--- src/rtl/proc_pkg.sv ---
// rtl/proc_pkg.sv - shared fetch/decode types and default widths
package proc_pkg;

   localparam int XLEN               = 32;
   localparam int DEFAULT_ADDR_WIDTH = 32;
   localparam int INSTR_BYTES        = XLEN / 8;

   // Handed from ins_fetch to ins_dec.
   typedef struct packed {
      logic [DEFAULT_ADDR_WIDTH-1:0] pc;
      logic [XLEN-1:0]               instr;
   } fetch_entry_t;

   typedef enum logic [1:0] {
      ST_RESET_WAIT,
      ST_RUN,
      ST_DRAIN
   } fetch_state_t;

endpackage

--- src/rtl/fetch_fifo.sv ---
// rtl/fetch_fifo.sv - parameterised synchronous FIFO with flush and occupancy count
module fetch_fifo #(
   parameter int WIDTH = 64,
   parameter int DEPTH = 2,
   localparam int PW   = (DEPTH > 1) ? $clog2(DEPTH) : 1,
   localparam int CW   = $clog2(DEPTH + 1)
) (
   input  logic             clk,
   input  logic             rst,
   input  logic             push,
   input  logic [WIDTH-1:0] wdata,
   input  logic             pop,
   input  logic             flush,
   output logic [WIDTH-1:0] rdata,
   output logic             full,
   output logic             empty,
   output logic [CW-1:0]    count
);

   logic [WIDTH-1:0] mem [DEPTH];
   logic [PW-1:0]    rd_ptr;
   logic [PW-1:0]    wr_ptr;
   logic             do_push;
   logic             do_pop;

   function automatic logic [PW-1:0] bump(input logic [PW-1:0] p);
      return (p == PW'(DEPTH - 1)) ? '0 : p + PW'(1);
   endfunction

   assign empty   = (count == '0);
   assign full    = (count == CW'(DEPTH));
   assign do_pop  = pop && !empty;
   // A push into a full FIFO is only taken when a pop frees the slot.
   assign do_push = push && (!full || do_pop);
   assign rdata   = mem[rd_ptr];

   always_ff @(posedge clk or posedge rst) begin
      if (rst) begin
         rd_ptr <= '0;
         wr_ptr <= '0;
         count  <= '0;
         for (int i = 0; i < DEPTH; i++) mem[i] <= '0;
      end else if (flush) begin
         rd_ptr <= '0;
         wr_ptr <= '0;
         count  <= '0;
      end else begin
         if (do_push) begin
            mem[wr_ptr] <= wdata;
            wr_ptr      <= bump(wr_ptr);
         end
         if (do_pop) rd_ptr <= bump(rd_ptr);
         count <= count + CW'(do_push) - CW'(do_pop);
      end
   end

endmodule

--- src/rtl/ins_fetch.sv ---
// rtl/ins_fetch.sv - instruction fetch stage: PC, credit-limited requests, response FIFO, redirect flush
module ins_fetch
   import proc_pkg::*;
#(
   parameter int                    ADDR_WIDTH = DEFAULT_ADDR_WIDTH,
   parameter int                    DATA_WIDTH = XLEN,
   parameter logic [ADDR_WIDTH-1:0] RESET_PC   = '0,
   parameter int                    DEPTH      = 2
) (
   input  logic                  clk_i,
   input  logic                  arst_i,
   output logic                  mem_req_valid_o,
   input  logic                  mem_req_ready_i,
   output logic [ADDR_WIDTH-1:0] mem_req_addr_o,
   input  logic                  mem_rsp_valid_i,
   input  logic [DATA_WIDTH-1:0] mem_rsp_data_i,
   output logic                  ins_valid_o,
   input  logic                  ins_ready_i,
   output logic [DATA_WIDTH-1:0] ins_data_o,
   output logic [ADDR_WIDTH-1:0] ins_pc_o,
   input  logic                  redirect_i,
   input  logic [ADDR_WIDTH-1:0] redirect_pc_i
);

   localparam int BYTES = DATA_WIDTH / 8;
   localparam int OFS   = $clog2(BYTES);
   localparam int CW    = $clog2(DEPTH + 1);
   localparam int SW    = CW + 2;

   fetch_state_t          state, state_next;
   logic [ADDR_WIDTH-1:0] pc;
   logic [CW-1:0]         outstanding, outstanding_next;
   logic [CW-1:0]         discard, discard_next;
   logic [CW-1:0]         fifo_count;
   logic                  fifo_full;
   logic                  fifo_empty;
   logic                  fifo_push;
   logic                  fifo_pop;
   logic [SW-1:0]         credit_used;
   logic                  req_fire;
   logic                  rsp_keep;
   logic [ADDR_WIDTH-1:0] rsp_pc;
   logic [ADDR_WIDTH-1:0] redirect_target;

   assign credit_used     = SW'(outstanding) + SW'(fifo_count) + SW'(discard);
   assign req_fire        = mem_req_valid_o && mem_req_ready_i;
   assign rsp_keep        = mem_rsp_valid_i && (discard == '0);
   assign redirect_target = redirect_pc_i & ~ADDR_WIDTH'(BYTES - 1);
   // Requests are sequential since the last redirect, so the oldest counted one sits 'outstanding' words behind pc.
   assign rsp_pc          = pc - (ADDR_WIDTH'(outstanding) << OFS);
   assign mem_req_addr_o  = pc;

   assign fifo_push   = rsp_keep && !redirect_i;
   assign fifo_pop    = ins_ready_i && !redirect_i;
   assign ins_valid_o = !fifo_empty;

   always_comb begin
      state_next       = state;
      discard_next     = discard;
      outstanding_next = outstanding;
      mem_req_valid_o  = (state != ST_RESET_WAIT) && !redirect_i && (credit_used < SW'(DEPTH));
      if (redirect_i) begin
         // Everything still in flight becomes stale, less any response landing right now.
         discard_next     = discard + outstanding - CW'(mem_rsp_valid_i);
         outstanding_next = '0;
      end else begin
         if (mem_rsp_valid_i && discard != '0) discard_next = discard - CW'(1);
         outstanding_next = outstanding + CW'(req_fire) - CW'(rsp_keep);
      end
      unique case (state)
         ST_RESET_WAIT:     state_next = ST_RUN;
         ST_RUN, ST_DRAIN:  state_next = (discard_next != '0) ? ST_DRAIN : ST_RUN;
         default:           state_next = ST_RESET_WAIT;
      endcase
   end

   always_ff @(posedge clk_i or posedge arst_i) begin
      if (arst_i) begin
         state       <= ST_RESET_WAIT;
         pc          <= RESET_PC;
         outstanding <= '0;
         discard     <= '0;
      end else begin
         state       <= state_next;
         outstanding <= outstanding_next;
         discard     <= discard_next;
         if (redirect_i)    pc <= redirect_target;
         else if (req_fire) pc <= pc + ADDR_WIDTH'(BYTES);
      end
   end

   fetch_fifo #(
      .WIDTH(ADDR_WIDTH + DATA_WIDTH),
      .DEPTH(DEPTH)
   ) u_fifo (
      .clk   (clk_i),
      .rst   (arst_i),
      .push  (fifo_push),
      .wdata ({rsp_pc, mem_rsp_data_i}),
      .pop   (fifo_pop),
      .flush (redirect_i),
      .rdata ({ins_pc_o, ins_data_o}),
      .full  (fifo_full),
      .empty (fifo_empty),
      .count (fifo_count)
   );

`ifndef SYNTHESIS
   initial begin
      if (DATA_WIDTH < 8 || (DATA_WIDTH & (DATA_WIDTH - 1)) != 0)
         $fatal(1, "ins_fetch: DATA_WIDTH must be a power of 2 and >= 8");
      if (DEPTH < 1)
         $fatal(1, "ins_fetch: DEPTH must be >= 1");
      if ((RESET_PC & ADDR_WIDTH'(BYTES - 1)) != '0)
         $fatal(1, "ins_fetch: RESET_PC not word aligned");
   end

   a_no_overflow: assert property (@(posedge clk_i) disable iff (arst_i)
      !(fifo_push && fifo_full && !(fifo_pop && !fifo_empty)))
      else $error("ins_fetch: FIFO push while full");

   a_rsp_expected: assert property (@(posedge clk_i) disable iff (arst_i)
      !(mem_rsp_valid_i && outstanding == '0 && discard == '0))
      else $error("ins_fetch: response with nothing in flight");
`endif

endmodule
--- config.mk ---
export PLATFORM = sky130hd
export DESIGN_NAME = ins_fetch
export DESIGN_NICKNAME = d
export VERILOG_FILES = /design/src/rtl/proc_pkg.sv /design/src/rtl/fetch_fifo.sv /design/src/rtl/ins_fetch.sv
export SDC_FILE = /design/constraint.sdc
export NUM_CORES = 1
export LEC_CHECK = 0
export CAP_MARGIN = 20
export CORE_MARGIN = 2
export CORE_UTILIZATION = 53
export DETAILED_ROUTE_END_ITERATION = 8
export PLACE_DENSITY_LB_ADDON = 0.25
export SYNTH_ARGS = -nofsm -noshare
export SYNTH_HDL_FRONTEND = slang
export SYNTH_HIERARCHICAL = 1
export SYNTH_SLANG_ARGS = --single-unit
--- constraint.sdc ---
create_clock -name clk_i -period 4.79 [get_ports clk_i]
set_input_delay 0.7185 -clock clk_i [delete_from_list [all_inputs] [get_ports clk_i]]
set_output_delay 0.7185 -clock clk_i [all_outputs]
set_load 0.01 [all_outputs]
Word-level counts from Yosys, hierarchy flattened
Index checks and enable logic that the tools add are counted.

word-level totals
  flip-flop bits (word level) = 170
  bits of input ports = 70
  output and inout bits = 98

cells by class
  add/subtract/negate cells = 13
  $lt $le $gt $ge = 4
  eq/ne operators = 3
  multiplexer cells = 20
  bitwise operators = 3
  reduce and logical (&&, ||, !) cells = 25

operators with widths
  operator                                                                       count
  64-bit two-way mux                                                             4
  128-bit bitwise mux                                                            1
  64-bit demux with 1-bit select                                                 1
  32-bit two-way mux                                                             2
  32-bit by 3-bit adder with 32-bit output (second input constant)               1
  32-bit by 4-bit subtractor with 32-bit output                                  1
  2-bit nonzero test                                                             6
  1-bit logical AND                                                              10
  2-bit two-way mux                                                              5
  2-bit zero test                                                                3
  1-bit two-way mux                                                              6
  2-bit by 1-bit subtractor with 2-bit output                                    3
  2-bit by 1-bit adder with 2-bit output                                         2
  3-bit by 2-bit adder with 4-bit output                                         1
  2-bit == test (second input constant)                                          2
  2-bit >= comparator (second input constant)                                    2
  4-bit by 2-bit less-than comparator with 1-bit output (second input constant)  1
  1-bit NOT with 2-bit output                                                    2
  2-bit one-hot mux with 2 select lines                                          1
  2-bit by 2-bit adder with 3-bit output                                         1
  1-bit zero test                                                                3
  1-bit adder (second input constant)                                            2
  2-bit adder                                                                    1
  2-bit by 1-bit == test with 1-bit output (second input constant)               1
  other kinds (6)                                                                6

Logic depth before layout (Yosys ltp)
Gate-level depths: netlist of the first run.

  word-level depth = 8
  mapped depth = 16
  depth with buffers taken out = 13

Hierarchy
Netlist of the first run, hierarchy kept.

by module, submodules not included
  module      times used  cells an instance  area an instance (µm²)  seq. area each (µm²)
  fetch_fifo  1           366                5983.2                  3303.2
  ins_fetch   1           371                3051.7                  900.9

Worst setup path after synthesis of the first run
Ideal clock, no wire load.

  path kind = reg-to-reg
  start = register outstanding[1]
  end = register outstanding[1]
  library setup time = 0.131 ns
  arrival = 3.142 ns
  data required time = 4.659 ns
  path slack = 1.517 ns
  cell stages (with the launch flop) = 17
  path buffers = 3
  period minus slack after synthesis = 3.273 ns
  cell sequence = dfrtp_1 inv_1 fa_1 inv_1 ha_1 nor4_1 and3_1 buf_2 inv_1 clkbuf_1 clkbuf_1 ha_1 inv_1 ha_1 xor2_1 xnor2_1 nor2_1

between the ends
  cells in the longest elaborated chain, start to end = 8

ends and longest elaborated chain
  item                                                   line             source
  from (decl)                                            ins_fetch.sv:32  logic [CW-1:0] outstanding, outstanding_next;
  from (signal assigned)                                 ins_fetch.sv:85  outstanding <= outstanding_next;
  2-bit by 2-bit adder with 3-bit output                 ins_fetch.sv:45  assign credit_used = SW'(outstanding) + SW'(fifo_count) + SW'(discard);
  3-bit by 2-bit adder with 4-bit output                 ins_fetch.sv:45
  4-bit by 2-bit less-than comparator with 1-bit output  ins_fetch.sv:61  mem_req_valid_o = (state != ST_RESET_WAIT) && !redirect_i && (credit_used < SW'(DEPTH));
  1-bit logical AND                                      ins_fetch.sv:61
  1-bit logical AND                                      ins_fetch.sv:46  assign req_fire = mem_req_valid_o && mem_req_ready_i;
  2-bit by 1-bit adder with 2-bit output *               ins_fetch.sv:68  outstanding_next = outstanding + CW'(req_fire) - CW'(rsp_keep);
  2-bit by 1-bit subtractor with 2-bit output *          ins_fetch.sv:68
  2-bit two-way mux *                                    ins_fetch.sv:62  if (redirect_i) begin
  via outstanding_next[1]                                ins_fetch.sv:32

The timed path passes the listed nets; every way through them passes the cells marked *.
A chain may end at the register's enable or synchronous reset.

Worst setup path in the final report of the first run
  start = register outstanding[1]
  end = output port mem_req_valid_o

between the ends
  cells in the longest elaborated chain, start to end = 4

ends and longest elaborated chain
  item                                                   line             source
  2-bit by 2-bit adder with 3-bit output                 ins_fetch.sv:45
  3-bit by 2-bit adder with 4-bit output                 ins_fetch.sv:45
  4-bit by 2-bit less-than comparator with 1-bit output  ins_fetch.sv:61
  1-bit logical AND                                      ins_fetch.sv:61
  to (decl)                                              ins_fetch.sv:12  output logic mem_req_valid_o,

Every way passes these cells.

==> impl_metrics.toml, run 1 <==
[global_routing]
grt_antenna_before_repair = 0
grt_max_degree = 67
grt_pass1_vias = 6774
overflow = 0
grt_usage_pct = 24.2
grt_pass1_wl_um = 34600

[setup_path]
crit_chain = "inv_1, fa_1, inv_1, ha_1, nor4_1, and2_1, clkdlybuf4s50_1"
cpMaxStageDelayCell = "fa_1"
worst-setup-path-type = "reg -> out"
required_ns = 4.07
cpLargestDelayFamily = "adder cells"
critPathBufInv = 3
startpoint_type = "flip-flop"
crit_path_max_fanout = 4
cpPeakStageDelay_ns = 0.56
crit_path_frequent_cell = "inv_1"
endpoint_kind = "output pin"
arrival_ns = 2.94

[cts]
clk_path_buf_depth = 2
clk_pin_slew_ns = 0.06
cts_tree = "yes"
cts_hold_buffers = 0
clock_latency_ns = 0.42
cts_buffers = 17
cts_root_buf = "clkbuf_16"
post-cts-setup-buffers = 0
htree_levels = 4
cts_resized = 0
cts.sinks = 168

[power_and_ir_drop]
p_per_area_mw_per_mm2 = 536
peakVddDrop_mv = 0.317
leakage_uw = 0.00506

[sta]
rsz0062_at_grt = "no"
timing.fmax_ghz = 0.273
slew_headroom_pct = 44.0
holdWs_ns = 0.485
period_share_pct = 76.5
hold_viol_final = 0
fin_ws_ns = 1.13
final_max_slew_viol_count = 0
setup_viol = 0
fin_skew_ns = 0.00982
tns_ns = 0
worst_pin_slew_ns = 0.840
fin_crit_ns = 3.66

[placement]
io_buffers = 163
hpwl_um = 14600
dpl_worst_slack_ns = 1.22
gp_congestion = 0.892

[final_layout]
area_growth_pct = 26.2
fin_nets = 965
diodes = 0
postLayoutCoreUtil_pct = 68.5
drive_gt1_share_pct = 28.1

[logic_synthesis]
synth-warning-count = 6
netlist_area_sq_mm = 0.00903
syn_area_per_cell_sq_um = 12.3
syn_inst = 736

[drt]
route.detailed.drc = 0
antenna_left = 0
dr.pass1.iters = 6
wl_per_cell_um = 18.8
initialDrtViolationCount = 439
wirelength_um = 20800
vias = 6328
viasPerCell = 5.70

[floorplanning]
ios = 168
die_h_um = 135
die_w_um = 135
core_area_sq_mm = 0.0166
rows = 47
initial_utilization_pct = 54.3
fp.dieArea_sq_mm = 0.0181

[status]
outcome = "completed"

[flow_run]
cap_violations = 0

[hold_path]
worstHoldPathType = "reg -> reg"
[area by class of cell]
| cell class | instances | area, sq um |
|---|---|---|
| clock buffer | 20 | 467 |
| tap | 220 | 275 |
| multi-input combinational | 491 | 4440 |
| sequential | 168 | 4210 |
| clock inverter | 11 | 169 |
| fill | 1206 | 5250 |
| inverter | 26 | 100 |
| timing repair buffer | 174 | 1740 |
[final timing paths]
kind,from,end,slack [ns],cells after the start
max,outstanding[1]$_DFF_PP0_,mem_req_valid_o,1.13,7
min,u_fifo/mem[22]$_DFFE_PP0P_,u_fifo/mem[22]$_DFFE_PP0P_,0.48,1
max reg2reg,outstanding[1]$_DFF_PP0_,outstanding[1]$_DFF_PP0_,1.44,13
min reg2reg,u_fifo/mem[22]$_DFFE_PP0P_,u_fifo/mem[22]$_DFFE_PP0P_,0.48,1
max in group asynchronous,arst_i,u_fifo/mem[81]$_DFFE_PP0P_,2.90,3
min in group asynchronous,arst_i,u_fifo/count[0]$_DFF_PP0_,0.81,2
[per-stage QoR]
stage / instance area, sq um / cells / total power, uW
3_5_place_dp: 10800 / 1079 / 4670
3_3_place_gp: 10800 / 1079 / 4520
6_report: 11400 / 1110 / 6110
4_1_cts: 11400 / 1110 / 6160
2_1_floorplan: 9050 / 741 / 3590
5_1_grt: 11400 / 1110 / 6470
[worst register-to-register path: stages, from the launching register on]
cell and delay (ns):
dfrtp_1 0.47, inv_1 0.16, fa_1 0.56, inv_1 0.05
ha_1 0.28, nor4_1 0.31, and3_1 0.22, inv_1 0.24
ha_1 0.38, inv_1 0.04, ha_1 0.18, xor2_1 0.16
xnor2_1 0.13, nor2_1 0.05
[sequential cells by signal (all words and copies together), names as in the netlist]
register,cells
discard,2
u_fifo/wr_ptr,1
outstanding,2
state,2
u_fifo/rd_ptr,1
u_fifo/mem,128
mem_req_addr_o,30
u_fifo/count,2
[cells in the final DEF, fill, tap and decap left out, types with 7 or more instances in the layout]
| master | n |
|---|---|
| buf_4 | 9 |
| o211ai_1 | 10 |
| or4_1 | 11 |
| dfrtp_1 | 167 |
| a21oi_1 | 7 |
| mux2_4 | 60 |
| mux2_2 | 129 |
| xnor2_1 | 18 |
| nand4_1 | 11 |
| o21ai_0 | 12 |
| or3_1 | 8 |
| nand2_1 | 40 |
| clkdlybuf4s50_1 | 163 |
| nor2_1 | 23 |
| and3_1 | 11 |
| clkbuf_16 | 17 |
| ha_1 | 15 |
| xor2_1 | 18 |
| inv_1 | 24 |
| nor3_1 | 9 |
| nand3_1 | 28 |
[per-layer routing]
| layer | part of all wire (%) | track usage [%] |
|---|---|---|
| met1 | 42 | 31.3 |
| met2 | 50 | 40.5 |
| met3 | 5.2 | 4.02 |
| met4 | 2.7 | 10.2 |
| met5 | 0 | 0 |
[where the power goes]
part | total [uW] | switching, uW | internal (uW)
clock network | 1460 | 549 | 914
registers | 2260 | 370 | 1890
logic | 2390 | 942 | 1450
total | 6110 | 1860 | 4250
Note: power is estimated with default switching activity, not from simulation.
==> inputs of run 2 (changes only) <==
--- a/config.mk
+++ b/config.mk
@@ -7,7 +7,7 @@
 export LEC_CHECK = 0
 export CAP_MARGIN = 20
 export CORE_MARGIN = 2
-export CORE_UTILIZATION = 53
+export CORE_UTILIZATION = 48
 export DETAILED_ROUTE_END_ITERATION = 8
 export PLACE_DENSITY_LB_ADDON = 0.25
 export SYNTH_ARGS = -nofsm -noshare
==> constraint.sdc (replaced) <==
create_clock -name clk_i -period 3.2 [get_ports clk_i]
set_input_delay 0.48 -clock clk_i [delete_from_list [all_inputs] [get_ports clk_i]]
set_output_delay 0.48 -clock clk_i [all_outputs]
set_load 0.01 [all_outputs]
==> impl_metrics.toml, run 2 (same netlist as run 1, synthesis figures left out) <==
[power_and_ir_drop]
peakVddDrop_mv = 0.448
totalPowerFinal_uw = 9020
p_per_area_mw_per_mm2 = 779
leakage_uw = 0.00514

[sta]
hold_viol_final = 0
slew_headroom_pct = 52.3
worst_pin_slew_ns = 0.708
setup_viol = 0
rsz0062_at_grt = "no"
fin_crit_ns = 3.00
tns_ns = 0
period_share_pct = 93.7
final_max_slew_viol_count = 0
fin_skew_ns = 0.0105
timing.fmax_ghz = 0.334

[cts]
cts_buffers = 17
clk_pin_slew_ns = 0.07
cts.sinks = 168
clk_path_buf_depth = 2
clock_latency_ns = 0.43
cts_tree = "yes"
htree_levels = 4
cts_root_buf = "clkbuf_16"
cts_hold_buffers = 0

[drt]
dr.pass1.iters = 5
route.detailed.drc = 0
viasPerCell = 5.49
wirelength_um = 20600
initialDrtViolationCount = 353
wl_per_cell_um = 18.1
vias = 6248
antenna_left = 0

[final_layout]
layout_common_cells = "167 x dfrtp_1, 162 x clkdlybuf4s50_1, 129 x mux2_2, 60 x mux2_4, 40 x nand2_1"
final_area_sq_mm = 0.0116
diodes = 0
largest_reg_flops = 128
largest-register = "u_fifo/mem"
area_growth_pct = 28.3
drive_gt1_share_pct = 29.4
final_common_cell = "dfrtp_1"
fin_nets = 979
postLayoutCoreUtil_pct = 62.4
final_cells = 1139
n_fill_cell = 1522

[floorplanning]
core_area_sq_mm = 0.0186
initial_utilization_pct = 48.6
die_w_um = 141
rows = 50
die_h_um = 141
fp.dieArea_sq_mm = 0.0199
ios = 168

[setup_path]
cpPeakStageDelay_ns = 0.56
startpoint_type = "flip-flop"
endpoint_kind = "flip-flop"
crit_path_frequent_cell = "inv_1"
crit_path_max_fanout = 13
worst-setup-path-type = "reg -> reg"
critPathBufInv = 3
arrival_ns = 3.36
cpLargestDelayFamily = "simple AND/OR/NAND/NOR gates"
crit_chain = "inv_1, fa_1, inv_1, ha_1, nor4_2, and3_1, buf_4, nand3_2, or4_1, nand3_1"
cpMaxStageDelayCell = "or4_1"
required_ns = 3.56

[global_routing]
grt_usage_pct = 21.5
grt_max_degree = 49
grt_pass1_vias = 6340
grt_antenna_before_repair = 0
overflow = 0
grt_pass1_wl_um = 33800

[placement]
hpwl_um = 14300
gp_congestion = 0.869
dp.cells = 1107
io_buffers = 163
dpl-instance-area_sq_mm = 0.0110

[flow_run]
cap_violations = 0

[status]
outcome = "completed"

[hold_path]
worstHoldPathType = "in -> async"
==> run 2: what timing repair did <==
item                       in CTS  in global routing
setup endpoints to repair       1                  2
cloned                          0                  0
buffers inserted                0                  0
resized for setup               2                  2
==> run 2: stage by stage <==
stage | hold slack [ns] | setup WS (ns)
after global placement | 0.462 | 0.227
after CTS | 0.316 | 0.163
after floorplan | 0.452 | 0.0214
after global routing | 0.341 | 0.0681
after detailed placement | 0.476 | 0.166
final | 0.333 | 0.202
==> run 2: worst paths after layout <==
| path | from | slack (ns) | endpoint | cells after the start |
|---|---|---|---|---|
| min in group clk_i | u_fifo/mem[23]$_DFFE_PP0P_ | 0.49 | u_fifo/mem[23]$_DFFE_PP0P_ | 1 |
| min reg2reg | u_fifo/mem[23]$_DFFE_PP0P_ | 0.49 | u_fifo/mem[23]$_DFFE_PP0P_ | 1 |
| min | arst_i | 0.33 | discard[1]$_DFF_PP0_ | 2 |
| max in group asynchronous | arst_i | 2.10 | u_fifo/mem[85]$_DFFE_PP0P_ | 3 |
| max | outstanding[1]$_DFF_PP0_ | 0.20 | mem_req_addr_o[26]$_DFFE_PP0P_ | 10 |
| max reg2reg | outstanding[1]$_DFF_PP0_ | 0.20 | mem_req_addr_o[26]$_DFFE_PP0P_ | 10 |
==> run 2: layer usage <==
| metal | up-vias | routed length [um] | global-route usage (%) |
|---|---|---|---|
| met4 | 0 | 266 | 5.37 |
| li1 | 2933 | - | - |
| met2 | 207 | 9560 | 33.7 |
| met5 | - | 0 | 0 |
| met3 | 22 | 1030 | 4.82 |
| met1 | 3086 | 9710 | 30.3 |
==> run 2: cell type report <==
cell class	instances	area (sq um)	area share, %
Tap cell	234	293	2.53
Sequential cell	168	4210	36.3
Inverter	26	101	0.875
Multi-Input combinational cell	491	4450	38.4
Clock buffer	18	429	3.70
Timing Repair Buffer	188	1940	16.8
Clock inverter	14	161	1.39
==> run 2: power by group <==
part | total, uW | internal [uW] | switching, uW | leakage [uW]
clock | 2080 | 1170 | 908 | 0.000290
sequential | 3310 | 2820 | 494 | 0.00216
combinational | 3620 | 2210 | 1420 | 0.00269
==> run 2: worst reg2reg max path: cells and delay by family, from the launching register on <==
family	cells	cell delay [ns]
fa+ha+maj	2	0.83
buf+inv	3	0.35
flops	1	0.35
simple gates	5	1.41
